### config.mk
export PLATFORM = sky130hd
export DESIGN_NAME = prng_result_collector
export DESIGN_NICKNAME = d
export VERILOG_FILES = /design/src/rtl/prng_result_collector_pkg.sv /design/src/rtl/rng_result_fifo.sv /design/src/rtl/prng_result_collector.sv
export SDC_FILE = /design/constraint.sdc
export NUM_CORES = 2
export LEC_CHECK = 0
export CAP_MARGIN = 15
export CORE_MARGIN = 5
export CORE_UTILIZATION = 43
export CTS_CLUSTER_SIZE = 12
export DETAILED_ROUTE_END_ITERATION = 8
export GPL_TIMING_DRIVEN = 0
export PLACE_DENSITY_LB_ADDON = 0.05
export SLEW_MARGIN = 10
export SYNTH_ARGS = -nofsm -noshare
export SYNTH_HDL_FRONTEND = slang
export SYNTH_SLANG_ARGS = --single-unit
### constraint.sdc
create_clock -name clock -period 10.2 [get_ports clock]
set_clock_uncertainty 0.05 [all_clocks]
set_input_delay 2.04 -clock clock [delete_from_list [all_inputs] [get_ports clock]]
set_output_delay 2.04 -clock clock [all_outputs]
set_load 0.02 [all_outputs]
### src/rtl/prng_result_collector_pkg.sv
// Shared constants and types for the PRNG result collector.
package prng_result_collector_pkg;
  localparam int WORD_W        = 128;
  localparam int CSR_START     = 2;
  localparam int CSR_LOAD_SEED = 3;

  localparam logic [2:0] ST_RUNNING = 3'd2;
  localparam logic [2:0] ST_READY   = 3'd1;

  typedef enum logic [1:0] {S_IDLE, S_KICK, S_WAIT} state_t;
endpackage

### src/rtl/rng_result_fifo.sv
// Synchronous FIFO; flush empties it but a same-cycle push still lands.
module rng_result_fifo #(
  parameter int WIDTH = 128,
  parameter int DEPTH = 16,
  localparam int AW = $clog2(DEPTH),
  localparam int CW = $clog2(DEPTH + 1)
) (
  input  logic             clock,
  input  logic             reset_n,
  input  logic             flush,
  input  logic             push,
  input  logic [WIDTH-1:0] pushData,
  input  logic             pop,
  output logic [WIDTH-1:0] headData,
  output logic             full,
  output logic             empty,
  output logic [CW-1:0]    count
);
  logic [WIDTH-1:0] mem [DEPTH];
  logic [AW-1:0]    wrPtr, rdPtr;
  logic             doPush, doPop;

  assign empty = (count == '0);
  assign full  = (count == CW'(DEPTH));
  assign doPop  = pop && !empty && !flush;
  // Full FIFO still accepts a push if the head leaves in the same cycle.
  assign doPush = push && (flush || !full || doPop);
  assign headData = empty ? '0 : mem[rdPtr];

  always_ff @(posedge clock)
    if (doPush) mem[wrPtr] <= pushData;

  always_ff @(posedge clock or negedge reset_n) begin
    if (!reset_n) begin
      wrPtr <= '0;
      rdPtr <= '0;
      count <= '0;
    end else if (flush) begin
      rdPtr <= wrPtr;
      wrPtr <= doPush ? wrPtr + AW'(1) : wrPtr;
      count <= doPush ? CW'(1) : '0;
    end else begin
      if (doPush) wrPtr <= wrPtr + AW'(1);
      if (doPop)  rdPtr <= rdPtr + AW'(1);
      case ({doPush, doPop})
        2'b10:   count <= count + CW'(1);
        2'b01:   count <= count - CW'(1);
        default: count <= count;
      endcase
    end
  end
endmodule

### src/rtl/prng_result_collector.sv
// Host-side PRNG driver: kicks a run, collects result words into a FIFO,
// and feeds the latest word back as the next-iteration seed.
module prng_result_collector
  import prng_result_collector_pkg::*;
#(
  parameter int WORDS_PER_RUN  = 12,
  parameter int FIFO_DEPTH     = 16,
  parameter int TIMEOUT_CYCLES = 4096
) (
  input  logic              clock,
  input  logic              reset_n,
  input  logic              host_start,
  input  logic              host_load_seed,
  input  logic [WORD_W-1:0] host_seed,
  input  logic              host_clear,
  output logic              rd_valid,
  input  logic              rd_ready,
  output logic [WORD_W-1:0] rd_data,
  output logic              busy,
  output logic              done,
  output logic              overflow,
  output logic              timeout,
  output logic [2:0]        prng_status,
  output logic [3:0]        csr,
  output logic [WORD_W-1:0] seed,
  output logic [WORD_W-1:0] generated_seed,
  input  logic [2:0]        csr_o,
  input  logic              csr_update,
  input  logic              ctrwrite,
  input  logic [WORD_W-1:0] gen_reg
);
  localparam int CNT_W  = $clog2(WORDS_PER_RUN + 1);
  localparam int TO_W   = $clog2(TIMEOUT_CYCLES + 1);
  localparam int FCW    = $clog2(FIFO_DEPTH + 1);
  localparam logic [CNT_W-1:0] CNT_LAST = CNT_W'(WORDS_PER_RUN - 1);
  localparam logic [TO_W-1:0]  TO_LAST  = TO_W'(TIMEOUT_CYCLES - 1);
  localparam logic [TO_W-1:0]  TO_MAX   = TO_W'(TIMEOUT_CYCLES);

  state_t           state;
  logic [CNT_W-1:0] wordCnt;
  logic [TO_W-1:0]  toCnt;
  logic             strobe, popping, fifoFull, fifoEmpty;
  logic [FCW-1:0]   fifoCount;

  assign strobe   = (state == S_WAIT) && ctrwrite;
  assign popping  = rd_ready && !fifoEmpty;
  assign rd_valid = (fifoCount != '0);

  rng_result_fifo #(.WIDTH(WORD_W), .DEPTH(FIFO_DEPTH)) uFifo (
    .clock    (clock),
    .reset_n  (reset_n),
    .flush    (host_clear),
    .push     (strobe),
    .pushData (gen_reg),
    .pop      (rd_ready),
    .headData (rd_data),
    .full     (fifoFull),
    .empty    (fifoEmpty),
    .count    (fifoCount)
  );

  always_ff @(posedge clock or negedge reset_n) begin
    if (!reset_n) begin
      state          <= S_IDLE;
      wordCnt        <= '0;
      toCnt          <= '0;
      busy           <= 1'b0;
      done           <= 1'b0;
      overflow       <= 1'b0;
      timeout        <= 1'b0;
      prng_status    <= '0;
      csr            <= '0;
      seed           <= '0;
      generated_seed <= '0;
    end else begin
      if (csr_update) prng_status <= csr_o;
      if (host_clear) begin
        done     <= 1'b0;
        overflow <= 1'b0;
        timeout  <= 1'b0;
      end
      // A flush makes room, so only a true drop raises overflow.
      if (strobe && fifoFull && !popping && !host_clear) overflow <= 1'b1;

      case (state)
        S_IDLE: if (host_start) begin
          seed                <= host_seed;
          csr                 <= '0;
          csr[CSR_START]      <= 1'b1;
          csr[CSR_LOAD_SEED]  <= host_load_seed;
          done                <= 1'b0;
          wordCnt             <= '0;
          toCnt               <= '0;
          busy                <= 1'b1;
          state               <= S_KICK;
        end
        S_KICK: begin
          csr[CSR_START] <= 1'b0;
          state          <= S_WAIT;
        end
        S_WAIT: begin
          if (ctrwrite) begin
            generated_seed <= gen_reg;
            toCnt          <= '0;
            wordCnt        <= wordCnt + CNT_W'(1);
            if (wordCnt == CNT_LAST) begin
              done  <= 1'b1;
              csr   <= '0;
              busy  <= 1'b0;
              state <= S_IDLE;
            end
          end else if (toCnt == TO_LAST) begin
            timeout <= 1'b1;
            csr     <= '0;
            busy    <= 1'b0;
            state   <= S_IDLE;
          end else if (toCnt != TO_MAX) begin
            toCnt <= toCnt + TO_W'(1);
          end
        end
        default: state <= S_IDLE;
      endcase
    end
  end
endmodule

==> results.py <==
metrics = {
    "power": {
        "vdd_ir_drop_max_v": 0.000195,
        "static-leakage-power_nw": 37.1,
        "p_per_area_mw_per_mm2": 296,
    },
    "synth": {
        "synthArstFlopShare": 0.127,
        "synth_enable_flop_cells": 2048,
        "synth_xor_area_frac": 0.000963,
        "synth-compound-area-share": 0.0319,
        "synthesized_area_fraction_occupied_by_adder_cells": 0.00228,
        "post_synth_mux_area_share": 0.162,
        "syn_inst": 4667,
        "syn_area_cell_um2": 19.5,
        "yosysSeqAreaShare": 0.758,
        "synth_area_mm2": 0.0910,
        "yosysWarnings": 0,
        "ys_seq_elements": 2345,
        "synth_simple_gate_area_frac": 0.0323,
        "synth_flop_cell": "edfxtp_1",
        "synth_cell_types": 53,
        "main_combinational_cell_family_by_area_after_synthesis": "multiplexers",
    },
    "sta": {
        "finalCritPeriodShare": 0.828,
        "holdWs_ns": 0.421,
        "final_max_slew_viol_count": 0,
        "fmax_ghz": 0.118,
        "max_slew_margin": 0.140,
        "grt_setup_unrepaired": "false",
        "final_hold_viol_count": 0,
        "setup_viol": 0,
        "final.min_clock_period_ns": 8.45,
        "setup-tns-final_ns": 0,
        "worst_pin_slew_ns": 1.29,
    },
    "clocking": {
        "cts_max_level": 5,
        "clock_latency_ns": 0.91,
        "numCtsBuffers": 276,
        "clock_sink_count": 2345,
        "cts_hold_buffers": 0,
        "clock_path_buffers": 4,
        "worst_path_clk_slew_ns": 0.06,
        "postCtsResizedCells": 0,
        "root_buffer": "clkbuf_16",
        "cts_tree": "built",
        "post-cts-setup-buffer-count": 0,
    },
    "drt": {
        "via_count": 49562,
        "antenna_violating_nets_left": 0,
        "detail_route.iter0.violations": 4392,
        "routedWlPerCell_um": 31.2,
        "vias_per_cell": 5.71,
        "dr.pass1.iters": 5,
        "drt-total-wl_mm": 271,
        "post-route-drc-count": 0,
    },
    "floorplanning": {
        "dieHeight_um": 470,
        "row_count": 168,
        "ioPinCount": 663,
        "core_region_area_mm2": 0.210,
        "die_x_um": 470,
        "floorplan.initialDensity": 0.433,
        "fp.dieArea_mm2": 0.221,
    },
    "finish": {
        "layout-drive-gt1-share": 0.197,
        "total_area_of_sequential_cells_mm2": 0.0689,
        "multi_input_area_mm2": 0.0209,
        "fill_cells": 16782,
        "final_common_cell": "edfxtp_1",
        "finalNetCount": 5955,
        "final_cell_mix": "edfxtp_1 (2048), clkdlybuf4s50_1 (656), nand2_1 (416)",
        "synthToLayoutAreaGrowth_pct": 22.1,
    },
    "setup_path": {
        "crit_path_end_kind": "output port",
        "worstSetupPathType": "flop to output port",
        "crit_arrival_ns": 6.36,
        "worst_setup_path_startpoint": "uFifo.rdPtr[2]$_DFFE_PN0P_",
        "r2r_path_start": "state[0]$_DFFE_PN0P_",
        "cp_data_required_time_ns": 8.11,
        "critPathLaunchType": "flop",
        "critPathMaxFanout": 10,
    },
    "global_route": {
        "overflow_left_after_global_routing": 0,
        "grt_first_pass_wirelength_mm": 385,
        "groute.usage.overall": 0.241,
        "grt_pass1_vias": 51613,
        "initial_antenna_violation_count": 22,
        "grt_max_degree": 89,
    },
    "placed_design": {
        "dp_hpwl_mm": 172,
        "buffer_ports.inserted": 657,
        "routabilityCongestion": 0.758,
    },
    "worst_hold_path": {
        "worstHoldStart": "generated_seed[102]$_DFFE_PN0P_",
        "hold_path.class": "flop to flop",
    },
    "job": {
        "maxCapViolCount": 0,
    },
    "outcome": {
        "result_of_the_run": "finished, final reports clean",
    },
}
==> area by class of cell <==
class / instances / area share
Inverter: 17 / 0.000574
Clock buffer: 383 / 0.0691
Buffer: 278 / 0.0105
Sequential cell: 2345 / 0.621
Timing Repair Buffer: 726 / 0.0743
Antenna cell: 5 / 0.000113
Clock inverter: 86 / 0.00512
Multi-Input combinational cell: 2028 / 0.188
Tap cell: 2805 / 0.0316
==> registers in the layout, indices dropped and copies added, names as in the netlist, 3 cells and up <==
name,cells
wordCnt,4
uFifo.count,5
uFifo.wrPtr,4
uFifo.rdPtr,4
uFifo.mem,2048
seed,128
prng_status,3
generated_seed,128
toCnt,13
==> cell families (layout without fill, tap and decap cells) <==
group / count (synthesis) / count (layout)
other cells: 1 / 7
flops: 2345 / 2345
xor+xnor: 10 / 10
mux: 926 / 926
simple gates: 678 / 678
buf+inv: 295 / 1490
compound gates: 396 / 396
fa+ha+maj: 16 / 16
==> critical path, cell delays in order, from the launching register on <==
cell,delay [ns]
dfrtp_1,0.93
buf_2,0.75
buf_2,0.61
buf_2,0.61
clkbuf_1,0.94
mux2i_1,0.26
o22ai_1,0.51
clkdlybuf4s50_1,0.76
==> power by group <==
| part | internal, W | total [W] | switching, W | leakage (nW) |
|---|---|---|---|---|
| combinational | 0.00500 | 0.0122 | 0.00720 | 11.0 |
| clock | 0.00539 | 0.00913 | 0.00374 | 4.02 |
| sequential | 0.0112 | 0.0115 | 0.000360 | 22.1 |
| total | 0.0216 | 0.0329 | 0.0113 | 37.1 |
==> routing by layer <==
| metal | vias up | share of wire | GRT usage |
|---|---|---|---|
| li1 | 20893 | - | - |
| met1 | 26367 | 0.43 | 0.337 |
| met2 | 1886 | 0.48 | 0.390 |
| met3 | 414 | 0.070 | 0.0502 |
| met4 | 2 | 0.025 | 0.0640 |
| met5 | - | 0.000026 | 0 |
==> cells in the mapped netlist (3+ instances only) <==
cell | count | area [um2]
xnor2_1 | 3 | 26.3
o22ai_1 | 114 | 713
nor2_1 | 102 | 383
o21ai_0 | 35 | 175
inv_1 | 16 | 60.1
edfxtp_1 | 2048 | 61500
nor3_1 | 8 | 40.0
dfrtp_1 | 297 | 7430
o211ai_1 | 33 | 248
buf_2 | 75 | 375
mux2i_1 | 291 | 2910
mux4_2 | 413 | 9300
or3_1 | 7 | 43.8
o31ai_1 | 4 | 30.0
or4_1 | 5 | 37.5
a2111oi_0 | 83 | 727
ha_1 | 15 | 188
a21oi_1 | 29 | 145
nand2_1 | 416 | 1560
nand2b_1 | 5 | 31.3
clkbuf_1 | 171 | 642
mux2_2 | 222 | 2500
and2_1 | 19 | 119
nand4_1 | 6 | 37.5
and3_1 | 5 | 31.3
o221ai_1 | 84 | 736
buf_1 | 30 | 113
xor2_1 | 7 | 61.3
nor2b_1 | 86 | 538
nand3_1 | 10 | 50.1
==> path summary, 6_finish.rpt <==
| check | endpoint | slack (ns) | depth (start not counted) |
|---|---|---|---|
| worst max-delay path | rd_data[22] | 1.75 | 7 |
| worst min-delay path | generated_seed[102]$_DFFE_PN0P_ | 0.42 | 2 |
| worst max register to register | uFifo.mem[8][42]$_DFFE_PP_ | 5.60 | 10 |
| worst min register to register | generated_seed[102]$_DFFE_PN0P_ | 0.42 | 2 |
| max in group asynchronous | generated_seed[107]$_DFFE_PN0P_ | 7.68 | 3 |
| min in group asynchronous | seed[101]$_DFFE_PN0P_ | 0.99 | 1 |
==> stage by stage <==
| step | worst slack [ns] | cells | total power, W | cell area (um2) | util |
|---|---|---|---|---|---|
| 6_report | 1.75 | 8673 | 0.0329 | 111000 | 0.529 |
| 5_1_grt | 1.62 | 8671 | 0.0343 | 111000 | 0.529 |
| 4_1_cts | 1.56 | 8667 | 0.0333 | 111000 | 0.529 |
| 3_5_place_dp | 2.55 | 8198 | 0.0241 | 103000 | 0.490 |
| 3_3_place_gp | -7.99 | 8130 | 0.0240 | 101000 | 0.481 |
| 2_1_floorplan | 3.43 | 4668 | 0.0183 | 91000 | - |
Power figures use the tool's default switching activity.
